===== src/rtl/spi_master_cfg.sv =====
`default_nettype none
// ============================================================================
// Module   : spi_master_cfg
// Purpose  : SPI master with run-time mode, bit order, divider and slave select
// Revision : 1.0 - initial release
// ============================================================================
module spi_master_cfg #(
    parameter int DATA_W = 8,
    parameter int NUM_SS = 4,
    parameter int DIV_W  = 8,
    localparam int SS_W  = (NUM_SS > 1) ? $clog2(NUM_SS) : 1
) (
    input  logic              clk,
    input  logic              rst_n,
    input  logic              start,
    input  logic [DATA_W-1:0] tx_data,
    input  logic [SS_W-1:0]   ss_sel,
    input  logic              cpol,
    input  logic              cpha,
    input  logic              lsb_first,
    input  logic [DIV_W-1:0]  clk_div,
    output logic [DATA_W-1:0] rx_data,
    output logic              busy,
    output logic              done,
    output logic              sclk,
    output logic              mosi,
    input  logic              miso,
    output logic [NUM_SS-1:0] ss_n
);

    localparam int EC_W = $clog2(2 * DATA_W + 1);
    localparam logic [EC_W-1:0]   c_last_edge = EC_W'(2 * DATA_W);
    localparam logic [EC_W-1:0]   c_first_edge = EC_W'(1);
    localparam logic [NUM_SS-1:0] c_ss_one = NUM_SS'(1);

    typedef enum logic [1:0] {
        S_IDLE  = 2'd0,
        S_SETUP = 2'd1,
        S_XFER  = 2'd2,
        S_HOLD  = 2'd3
    } state_t;

    state_t            r_state;
    logic [DIV_W-1:0]  r_div;
    logic [DIV_W-1:0]  r_div_cnt;
    logic [EC_W-1:0]   r_edge_cnt;
    logic [DATA_W-1:0] r_tx_sr;
    logic [DATA_W-1:0] r_rx_sr;
    logic [DATA_W-1:0] r_rx_data;
    logic              r_cpha;
    logic              r_lsb;
    logic              r_sclk;
    logic              r_mosi;
    logic [NUM_SS-1:0] r_ss_n;
    logic              r_busy;
    logic              r_done;

    logic              w_tick;
    logic [EC_W-1:0]   w_edge_num;
    logic              w_lead;
    logic              w_sample;
    logic              w_shift;

    // Edge numbering starts at 1: odd edges are leading, even edges trailing.
    assign w_tick     = (r_div_cnt == r_div);
    assign w_edge_num = r_edge_cnt + 1'b1;
    assign w_lead     = w_edge_num[0];
    assign w_sample   = r_cpha ? !w_lead : w_lead;
    assign w_shift    = r_cpha ? (w_lead && (w_edge_num != c_first_edge))
                               : (!w_lead && (w_edge_num != c_last_edge));

    always_ff @(posedge clk or negedge rst_n) begin
        if (!rst_n) begin
            r_state    <= S_IDLE;
            r_div      <= '0;
            r_div_cnt  <= '0;
            r_edge_cnt <= '0;
            r_tx_sr    <= '0;
            r_rx_sr    <= '0;
            r_rx_data  <= '0;
            r_cpha     <= 1'b0;
            r_lsb      <= 1'b0;
            r_sclk     <= 1'b0;
            r_mosi     <= 1'b0;
            r_ss_n     <= '1;
            r_busy     <= 1'b0;
            r_done     <= 1'b0;
        end else begin
            r_done <= 1'b0;
            case (r_state)
                S_IDLE: begin
                    r_sclk    <= cpol;
                    r_div_cnt <= '0;
                    if (start) begin
                        r_state    <= S_SETUP;
                        r_busy     <= 1'b1;
                        r_div      <= clk_div;
                        r_cpha     <= cpha;
                        r_lsb      <= lsb_first;
                        r_tx_sr    <= tx_data;
                        r_edge_cnt <= '0;
                        r_mosi     <= lsb_first ? tx_data[0] : tx_data[DATA_W-1];
                        // Out-of-range index shifts the one out: no line selected.
                        r_ss_n     <= ~(c_ss_one << ss_sel);
                    end
                end
                S_SETUP: begin
                    if (w_tick) begin
                        r_div_cnt <= '0;
                        r_state   <= S_XFER;
                    end else begin
                        r_div_cnt <= r_div_cnt + 1'b1;
                    end
                end
                S_XFER: begin
                    if (w_tick) begin
                        r_div_cnt  <= '0;
                        r_sclk     <= ~r_sclk;
                        r_edge_cnt <= w_edge_num;
                        if (w_sample) begin
                            r_rx_sr <= r_lsb ? {miso, r_rx_sr[DATA_W-1:1]}
                                             : {r_rx_sr[DATA_W-2:0], miso};
                        end
                        if (w_shift) begin
                            if (r_lsb) begin
                                r_tx_sr <= r_tx_sr >> 1;
                                r_mosi  <= r_tx_sr[1];
                            end else begin
                                r_tx_sr <= r_tx_sr << 1;
                                r_mosi  <= r_tx_sr[DATA_W-2];
                            end
                        end
                        if (w_edge_num == c_last_edge) begin
                            r_state <= S_HOLD;
                        end
                    end else begin
                        r_div_cnt <= r_div_cnt + 1'b1;
                    end
                end
                S_HOLD: begin
                    if (w_tick) begin
                        r_div_cnt <= '0;
                        r_state   <= S_IDLE;
                        r_busy    <= 1'b0;
                        r_done    <= 1'b1;
                        r_ss_n    <= '1;
                        r_rx_data <= r_rx_sr;
                    end else begin
                        r_div_cnt <= r_div_cnt + 1'b1;
                    end
                end
                default: r_state <= S_IDLE;
            endcase
        end
    end

    assign rx_data = r_rx_data;
    assign busy    = r_busy;
    assign done    = r_done;
    assign sclk    = r_sclk;
    assign mosi    = r_mosi;
    assign ss_n    = r_ss_n;

endmodule
`default_nettype wire

===== config.mk =====
export PLATFORM = sky130hd
export DESIGN_NAME = spi_master_cfg
export DESIGN_NICKNAME = d
export VERILOG_FILES = /design/src/rtl/spi_master_cfg.sv
export SDC_FILE = /design/constraint.sdc
export NUM_CORES = 1
export LEC_CHECK = 0
export CORE_UTILIZATION = 35
export CTS_CLUSTER_DIAMETER = 80
export DETAILED_ROUTE_END_ITERATION = 16
export SLEW_MARGIN = 20
export SYNTH_ARGS = -nofsm -noshare
export SYNTH_HDL_FRONTEND = slang
export SYNTH_SLANG_ARGS = --single-unit

===== constraint.sdc =====
create_clock -name clk -period 2.6 [get_ports clk]
set_input_delay 0.52 -clock clk [delete_from_list [all_inputs] [get_ports clk]]
set_output_delay 0.52 -clock clk [all_outputs]
set_load 0.02 [all_outputs]

==> impl_metrics.env, run 1 <==
export IMPL_grt_max_degree=26
export IMPL_vias=2190
export IMPL_clk_latency_ns=0.34
export IMPL_rows=33
export IMPL_grt_pass1_wl_mm=10.7
export IMPL_setup_viol=0
export IMPL_postCtsSetupBuffers=0
export IMPL_syn_area_um2=3040
export IMPL_synth_cell_types=53
export IMPL_ioPinCount=41
export IMPL_hold_viol_final=0
export IMPL_grt_overflow=0
export IMPL_synth_edf_count=0
export IMPL_final_max_slew_viol_count=0
export IMPL_synth_warnings=0
export IMPL_ys_seq_elements=57
export IMPL_arrival_ns=2.41
export IMPL_holdWs_ns=0.0801
export IMPL_cap_violations=0
export IMPL_synth_async_reset_ratio_pct=100
export IMPL_wl_per_cell_um=14.7
export IMPL_fin_crit_ns=2.19
export IMPL_p_leak_nw=1.59
export IMPL_skew_ns=0.00890
export IMPL_cts_tree="done"
export IMPL_antennaDiodeCount=0
export IMPL_hold_path_class="primary input to asynchronous set/reset pin"
export IMPL_syn_inst=266
export IMPL_power_density_nw_per_um2=1080
export IMPL_fin_tns_setup_ns=0
export IMPL_relSlewSlack_pct=58.0
export IMPL_clk_pin_slew_ns=0.07
export IMPL_nNetsFinal=344
export IMPL_start_util_pct=36.6
export IMPL_clockRootBuffer="clkbuf_8"
export IMPL_clock_path_buffers=2
export IMPL_drc=0
export IMPL_grtUsageTotal_pct=15.5
export IMPL_numCtsBuffers=9
export IMPL_die_y_um=95.2
export IMPL_criticalPathCategory="flip-flop to flip-flop"
export IMPL_routed_wl_mm=6.21
export IMPL_grt_pass1_vias=2193
export IMPL_final_antenna_net_count=0
export IMPL_syn_nets=298
export IMPL_drive_gt1_share_pct=27.1
export IMPL_synth_top_area_share_pct=43.6
export IMPL_clock_fmax_ghz=0.457
export IMPL_ir_drop_mv=0.516
export IMPL_hold_buffers=0
export IMPL_cp_end_kind="flip-flop"
export IMPL_gp_congestion=0.783
export IMPL_cts_max_level=3
export IMPL_core_um2=8300
export IMPL_worstPathMaxFanout=11
export IMPL_cts_resized=0
export IMPL_dr_pass1_iters=4
export IMPL_cts_sinks=57
export IMPL_viasPerCell=5.19
export IMPL_area_growth_pct=24.7
export IMPL_crit_required_ns=2.82
export IMPL_drtIter0Drc=103
export IMPL_seq_area_frac_synth_pct=47.1
export IMPL_dieWidth_um=95.2
export IMPL_synthFlopType="dfrtp_1"
export IMPL_worst_setup_path_start_kind="flip-flop"
export IMPL_status="finished clean"
export IMPL_worst_slew_pin_slew_ns=0.630
export IMPL_antenna_found_initial=0
export IMPL_fin_crit_sh_pct=84.2
export IMPL_portBuffers=40
export IMPL_fp_dieArea_um2=9060
export IMPL_synth_top_area_cell="dfrtp_1"
export IMPL_synthTopCellsByArea="dfrtp_1, mux2_2, dfstp_2"
export IMPL_syn_area_per_cell_um2=11.4
export IMPL_rsz0062_at_grt="no"
export IMPL_hpwlAfterDp_mm=4.46
[where the power goes]
| part | total, mW | internal, mW | switching (mW) |
|---|---|---|---|
| Sequential | 1.50 | 1.22 | 0.280 |
| Clock | 1.01 | 0.636 | 0.375 |
| Combinational | 1.57 | 0.824 | 0.748 |
[synthesized netlist by cell type, types with 2 or more instances]
cell type  count
xor2_1         6
buf_4          2
clkbuf_1       4
nor3b_1        3
or2_2          2
nand4_1        3
dfrtp_1       53
a41oi_1        2
nand2_1       22
o21ai_0        2
o211ai_1       7
a2bb2oi_1      4
xnor2_1       10
mux2_2        43
a221o_1        2
o2111a_1       2
a21oi_1        2
o2111ai_1      7
nor2b_1        2
nor2_1        17
ha_1           7
a31oi_1        2
buf_1          2
and4_1         2
and3_1         2
nand2b_1       5
and3_2         2
nor3_1         2
nand3_1        6
dfstp_2        4
buf_2          3
a211oi_1       3
buf_6          3
inv_1          8
o21ai_1        2
[logic make-up after synthesis]
group,count (synthesis),synth area share (%)
AO/OA/AOI/OAI,45,12.2
XOR/XNOR,16,4.61
adder cells (fa/ha/maj),7,2.88
buffers and inverters,22,3.83
flip-flops,57,47.1
multiplexers,44,16.3
AND/OR/NAND/NOR,75,13.1
[layout by cell type (no fill, tap or decap), drive strengths merged, types with 6 or more instances in the layout]
master          n
dfrtp          53
mux2           43
clkdlybuf4s50  39
nand2          22
nor2           18
xnor2          10
buf            10
clkbuf          9
inv             8
o2111ai         7
o211ai          7
ha              7
nand3           7
xor2            6
[flip-flops by register name, indices dropped and copies added, names as in the netlist]
signal / cells
r_div: 8
r_div_cnt: 8
r_rx_sr: 8
r_tx_sr: 8
rx_data: 8
r_edge_cnt: 5
ss_n: 4
r_state: 2
busy: 1
done: 1
mosi: 1
r_cpha: 1
r_lsb: 1
sclk: 1
[cell type report]
class | instances | area, um2
inverters | 8 | 30.0
repair buffers | 49 | 463
fillers | 785 | 4510
clock inverters | 7 | 119
multi-input cells | 187 | 1490
clock buffers | 9 | 124
well taps | 105 | 131
flip-flops and latches | 57 | 1430
[metal layers]
layer	up-vias	routed length [um]	track usage (%)
met5	-	0	0
met4	0	124	7.32
met3	11	205	3.75
met2	32	2790	22.6
met1	1080	3090	21.6
li1	1067	-	-
[worst max-delay path, cell delays in order, from the launching register on]
cell and delay (ns):
dfrtp_1 0.40, inv_1 0.10, ha_1 0.43, nor2b_1 0.43
nor2_1 0.07, a32oi_1 0.26, mux2_2 0.37
[per-stage QoR]
stage	utilization (%)	instances	total power [mW]	area, um2	worst slack (ns)
2_1_floorplan	-	266	2.60	3040	0.755
3_3_place_gp	42.7	406	3.07	3550	0.261
3_5_place_dp	42.7	406	3.10	3550	0.189
4_1_cts	45.7	422	4.13	3790	0.431
5_1_grt	45.7	422	4.36	3790	0.280
6_report	45.7	422	4.08	3790	0.411
[final timing paths]
kind | startpoint | cells past startpoint | slack, ns | endpoint
max | r_state[0]$_DFFE_PN0P_ | 6 | 0.41 | r_state[1]$_DFFE_PN0P_
min | rst_n | 1 | 0.08 | r_div[2]$_DFFE_PN0P_
max reg2reg | r_state[0]$_DFFE_PN0P_ | 6 | 0.41 | r_state[1]$_DFFE_PN0P_
min reg2reg | ss_n[3]$_DFFE_PN1P_ | 1 | 0.50 | ss_n[3]$_DFFE_PN1P_
max in group asynchronous | rst_n | 2 | 1.86 | r_tx_sr[7]$_DFFE_PN0P_
min in group clk | ss_n[3]$_DFFE_PN1P_ | 1 | 0.50 | ss_n[3]$_DFFE_PN1P_
No activity file was read; power rests on OpenSTA's default activity.
==> inputs of run 2 (changes only) <==
- clock period: 2.6 -> 2.13 ns (I/O delays scaled with it)
==> run 2 against run 1 <==
  * Die area did not move
  * Register-to-register slack got worse by 0.24 ns
  * Hold slack improved by 0.0073 ns
  * Critical path depth rose by 1
  * Combinational power rose by 27%
  * Sequential power rose by 23%
  * Fmax rose by 12%
  * Core utilization rose by 0.54 points
  * Final cell count rose by 2.1%
  * Setup slack got worse by 0.24 ns
  * Clock power barely moved
  * First-iteration DRC count rose by 1.9%
  * Critical path type unchanged
==> impl_metrics.env, run 2 (synthesized netlist as in run 1, its figures left out) <==
export IMPL_status="finished clean"
export IMPL_cts_sinks=57
export IMPL_cts_max_level=3
export IMPL_viasPerCell=5.07
export IMPL_clock_path_buffers=2
export IMPL_dieWidth_um=95.2
export IMPL_grt_pass1_vias=2209
export IMPL_relSlewSlack_pct=55.5
export IMPL_grt_overflow=0
export IMPL_hold_buffers=0
export IMPL_arrival_ns=2.17
export IMPL_fillers=780
export IMPL_fin_crit_sh_pct=91.9
export IMPL_grt_max_degree=35
export IMPL_cts_resized=0
export IMPL_rows=33
export IMPL_multi_input_area_um2=1490
export IMPL_crit_required_ns=2.35
export IMPL_most_common_layout_cells="dfrtp_1, mux2_2, clkdlybuf4s50_1, nand2_1, nor2_1"
export IMPL_cp_end_kind="flip-flop"
export IMPL_dr_pass1_iters=5
export IMPL_ir_drop_mv=0.606
export IMPL_layout_commonest_cell="dfrtp_1"
export IMPL_power_mw=4.83
export IMPL_final_antenna_net_count=0
export IMPL_grt_pass1_wl_mm=10.8
export IMPL_wl_per_cell_um=14.6
export IMPL_clock_fmax_ghz=0.511
export IMPL_routed_wl_mm=6.31
export IMPL_p_leak_nw=1.62
export IMPL_clk_latency_ns=0.33
export IMPL_holdWs_ns=0.0874
export IMPL_drtIter0Drc=105
export IMPL_clk_pin_slew_ns=0.07
export IMPL_antennaDiodeCount=0
export IMPL_hold_viol_final=0
export IMPL_core_um2=8300
export IMPL_worst_setup_path_start_kind="flip-flop"
export IMPL_start_util_pct=36.6
export IMPL_postCtsSetupBuffers=0
export IMPL_ioPinCount=41
export IMPL_antenna_found_initial=0
export IMPL_hpwlAfterDp_mm=4.43
export IMPL_portBuffers=40
export IMPL_die_y_um=95.2
export IMPL_gp_congestion=0.773
export IMPL_drc=0
export IMPL_fin_tns_setup_ns=0
export IMPL_grtUsageTotal_pct=15.6
export IMPL_rsz0062_at_grt="no"
export IMPL_vias=2187
export IMPL_cap_violations=0
export IMPL_nNetsFinal=353
export IMPL_skew_ns=0.00501
export IMPL_numCtsBuffers=9
export IMPL_criticalPathCategory="flip-flop to flip-flop"
export IMPL_final_max_slew_viol_count=0
export IMPL_hold_path_class="primary input to asynchronous set/reset pin"
export IMPL_worstPathMaxFanout=7
export IMPL_area_growth_pct=26.2
export IMPL_drive_gt1_share_pct=29.1
export IMPL_fp_dieArea_um2=9060
export IMPL_ff_latch_area_um2=1430
export IMPL_worst_slew_pin_slew_ns=0.668
export IMPL_clockRootBuffer="clkbuf_8"
export IMPL_setup_viol=0
export IMPL_power_density_nw_per_um2=1260
export IMPL_cts_tree="done"
export IMPL_final_core_util_pct=46.2
export IMPL_fin_crit_ns=1.96
-- run 2: path summary, 6_finish.rpt --
check	from	end	slack, ns	depth (start not counted)
max	r_state[0]$_DFFE_PN0P_	r_edge_cnt[2]$_DFFE_PN0P_	0.17	7
min	rst_n	r_div[0]$_DFFE_PN0P_	0.09	1
max in group asynchronous	rst_n	r_edge_cnt[2]$_DFFE_PN0P_	1.45	2
min in group clk	ss_n[3]$_DFFE_PN1P_	ss_n[3]$_DFFE_PN1P_	0.50	1
max reg2reg	r_state[0]$_DFFE_PN0P_	r_edge_cnt[2]$_DFFE_PN0P_	0.17	7
min reg2reg	ss_n[3]$_DFFE_PN1P_	ss_n[3]$_DFFE_PN1P_	0.50	1
-- run 2: final cells by class --
class | instances | share of cell area (%)
clock inverters | 7 | 1.86
clock buffers | 9 | 3.23
inverters | 8 | 0.783
repair buffers | 58 | 14.5
well taps | 105 | 3.43
multi-input cells | 187 | 38.9
flip-flops and latches | 57 | 37.3
-- run 2: metal layers --
layer | GRT usage, % | vias to the layer above | share of wire (%) | routed length [um]
met5 | 0 | - | 0 | 0
met4 | 6.82 | 0 | 1.7 | 108
met3 | 4.07 | 9 | 3.7 | 233
met2 | 23.3 | 33 | 46 | 2900
met1 | 21.3 | 1066 | 49 | 3070
li1 | - | 1079 | - | -
-- run 2: report_power, final --
part | leakage (nW) | internal, mW | total (mW) | switching, mW
Sequential | 0.691 | 1.49 | 1.84 | 0.350
Combinational | 0.837 | 1.07 | 2.00 | 0.924
Clock | 0.0912 | 0.537 | 0.992 | 0.455
Total | 1.62 | 3.10 | 4.83 | 1.73
-- run 2: through the flow --
step / area (um2) / worst slack, ns / std cells
6_report: 3830 / 0.174 / 431
5_1_grt: 3830 / 0.0327 / 431
4_1_cts: 3830 / 0.172 / 431
3_5_place_dp: 3640 / 0.0816 / 415
3_3_place_gp: 3640 / 0.0644 / 415
2_1_floorplan: 3040 / 0.285 / 266
-- run 2: worst max-delay path: stages (launching register included) --
cell and delay, ns:
dfrtp_1 0.40, inv_1 0.10, ha_1 0.34, nor2b_1 0.32, buf_4 0.19, nor2_1 0.04
mux2_2 0.26, a22o_2 0.20
==> inputs of run 3 (changes only) <==
- clock period: 2.13 -> 2.2 ns (I/O delays scaled with it)
==> run 3 against run 2 <==
  * Via count rose by 0.50%
  * Non-clock buffer count shrank 3
  * Largest cell class unchanged
  * Critical path type unchanged
  * Sequential power is 4% lower
  * Fmax decreased by 3.0%
==> impl_metrics.env, run 3 (synthesized netlist as in run 1, its figures left out) <==
export IMPL_status="finished clean"
export IMPL_most_common_layout_cells="dfrtp_1, mux2_2, clkdlybuf4s50_1, nand2_1, nor2_1"
export IMPL_dieWidth_um=95.2
export IMPL_die_y_um=95.2
export IMPL_wl_per_cell_um=14.7
export IMPL_antenna_found_initial=0
export IMPL_grt_pass1_vias=2110
export IMPL_drc=0
export IMPL_vias=2198
export IMPL_cts_sinks=57
export IMPL_cp_end_kind="flip-flop"
export IMPL_arrival_ns=2.23
export IMPL_hold_buffers=0
export IMPL_antennaDiodeCount=0
export IMPL_postPlaceCellArea_um2=3600
export IMPL_fillers=774
export IMPL_criticalPathCategory="flip-flop to flip-flop"
export IMPL_drive_gt1_share_pct=28.8
export IMPL_ir_drop_mv=0.752
export IMPL_fp_dieArea_um2=9060
export IMPL_final_antenna_net_count=0
export IMPL_hpwlAfterDp_mm=4.36
export IMPL_power_mw=4.67
export IMPL_nNetsFinal=350
export IMPL_setup_viol=0
export IMPL_routed_wl_mm=6.28
export IMPL_worst_setup_path_start_kind="flip-flop"
export IMPL_worstPathMaxFanout=7
export IMPL_cts_tree="done"
export IMPL_area_growth_pct=25.4
export IMPL_rr_startpoint="r_state[0]$_DFFE_PN0P_"
export IMPL_drtIter0Drc=126
export IMPL_p_leak_nw=1.61
export IMPL_layout_commonest_cell="dfrtp_1"
export IMPL_numCtsBuffers=9
export IMPL_crit_required_ns=2.41
export IMPL_critPathLaunch="r_state[0]$_DFFE_PN0P_"
export IMPL_fin_tns_setup_ns=0
export IMPL_worst_slew_pin_slew_ns=0.661
export IMPL_clk_pin_slew_ns=0.07
export IMPL_cap_violations=0
export IMPL_rows=33
export IMPL_power_density_nw_per_um2=1220
export IMPL_cts_max_level=3
export IMPL_final_max_slew_viol_count=0
export IMPL_final_area_um2=3810
export IMPL_hold_viol_final=0
export IMPL_relSlewSlack_pct=55.9
export IMPL_hold_path_class="primary input to asynchronous set/reset pin"
export IMPL_fin_crit_ns=2.02
export IMPL_grtUsageTotal_pct=15.5
export IMPL_clockRootBuffer="clkbuf_8"
export IMPL_grt_overflow=0
export IMPL_start_util_pct=36.6
export IMPL_ioPinCount=41
export IMPL_gp_congestion=0.810
export IMPL_core_um2=8300
export IMPL_clock_path_buffers=2
export IMPL_clk_latency_ns=0.34
export IMPL_holdWs_ns=0.0950
export IMPL_grt_pass1_wl_mm=10.5
export IMPL_grt_max_degree=35
export IMPL_viasPerCell=5.14
export IMPL_skew_ns=0.0105
export IMPL_clock_fmax_ghz=0.496
export IMPL_fin_crit_sh_pct=91.7
export IMPL_portBuffers=40
export IMPL_dr_pass1_iters=4
## run 3: cell count changes in the layout (fill, tap and decap cells not counted)
cell	before	now
buf_4	16	14
buf_12	2	1
clkbuf_8	9	10
clkinv_2	2	1
clkinv_4	1	2
clkinvlp_4	3	2
o21a_1	1	0
o21a_2	0	1
## run 3: area by class of cell
type | count | area [um2] | share of cell area [%]
Inverter | 8 | 30.0 | 0.788
Clock inverter | 6 | 67.6 | 1.77
Tap cell | 105 | 131 | 3.45
Clock buffer | 10 | 138 | 3.61
Timing Repair Buffer | 55 | 520 | 13.7
Multi-Input combinational cell | 187 | 1490 | 39.2
Sequential cell | 57 | 1430 | 37.6
## run 3: layer usage
| metal | track usage, % | vias up | share of wire [%] |
|---|---|---|---|
| li1 | - | 1080 | - |
| met1 | 22.5 | 1068 | 50 |
| met2 | 21.0 | 45 | 44 |
| met3 | 3.59 | 5 | 3.7 |
| met4 | 8.71 | 0 | 1.5 |
| met5 | 0 | - | 0 |
## run 3: critical path, cell delays in order, from the launching register on
cell	delay (ns)
dfrtp_1	0.40
inv_1	0.10
ha_1	0.38
nor2b_1	0.33
nor2_1	0.07
a32oi_1	0.24
mux2_2	0.37
## run 3: path summary, 6_finish.rpt
path / end / slack [ns] / cells after the start
worst max-delay path: r_state[1]$_DFFE_PN0P_ / 0.18 / 6
worst min register to register: ss_n[1]$_DFFE_PN1P_ / 0.51 / 1
max in group asynchronous: r_edge_cnt[4]$_DFFE_PN0P_ / 1.52 / 2
min in group clk: ss_n[1]$_DFFE_PN1P_ / 0.51 / 1
worst max register to register: r_state[1]$_DFFE_PN0P_ / 0.18 / 6
worst min-delay path: r_rx_sr[3]$_DFFE_PN0P_ / 0.1 / 1
## run 3: what timing repair did
item                                    4_1_cts  5_1_grt
gates resized for setup                       0        1
endpoints found under the setup margin        0        4
setup buffers                                 0        0
## run 3: per-stage QoR
| step | setup slack, ns | instances | utilization, % |
|---|---|---|---|
| after floorplan | 0.355 | 266 | - |
| after global placement | 0.0959 | 412 | 43.4 |
| after detailed placement | 0.0625 | 412 | 43.4 |
| after CTS | 0.178 | 428 | 45.9 |
| after global routing | -0.00267 | 428 | 45.9 |
| final | 0.183 | 428 | 45.9 |
## run 3: power breakdown
group | leakage (nW) | switching [mW] | internal, mW
logic | 0.819 | 0.901 | 1.00
clock network | 0.0985 | 0.437 | 0.554
registers | 0.691 | 0.328 | 1.44
total | 1.61 | 1.67 | 3.00
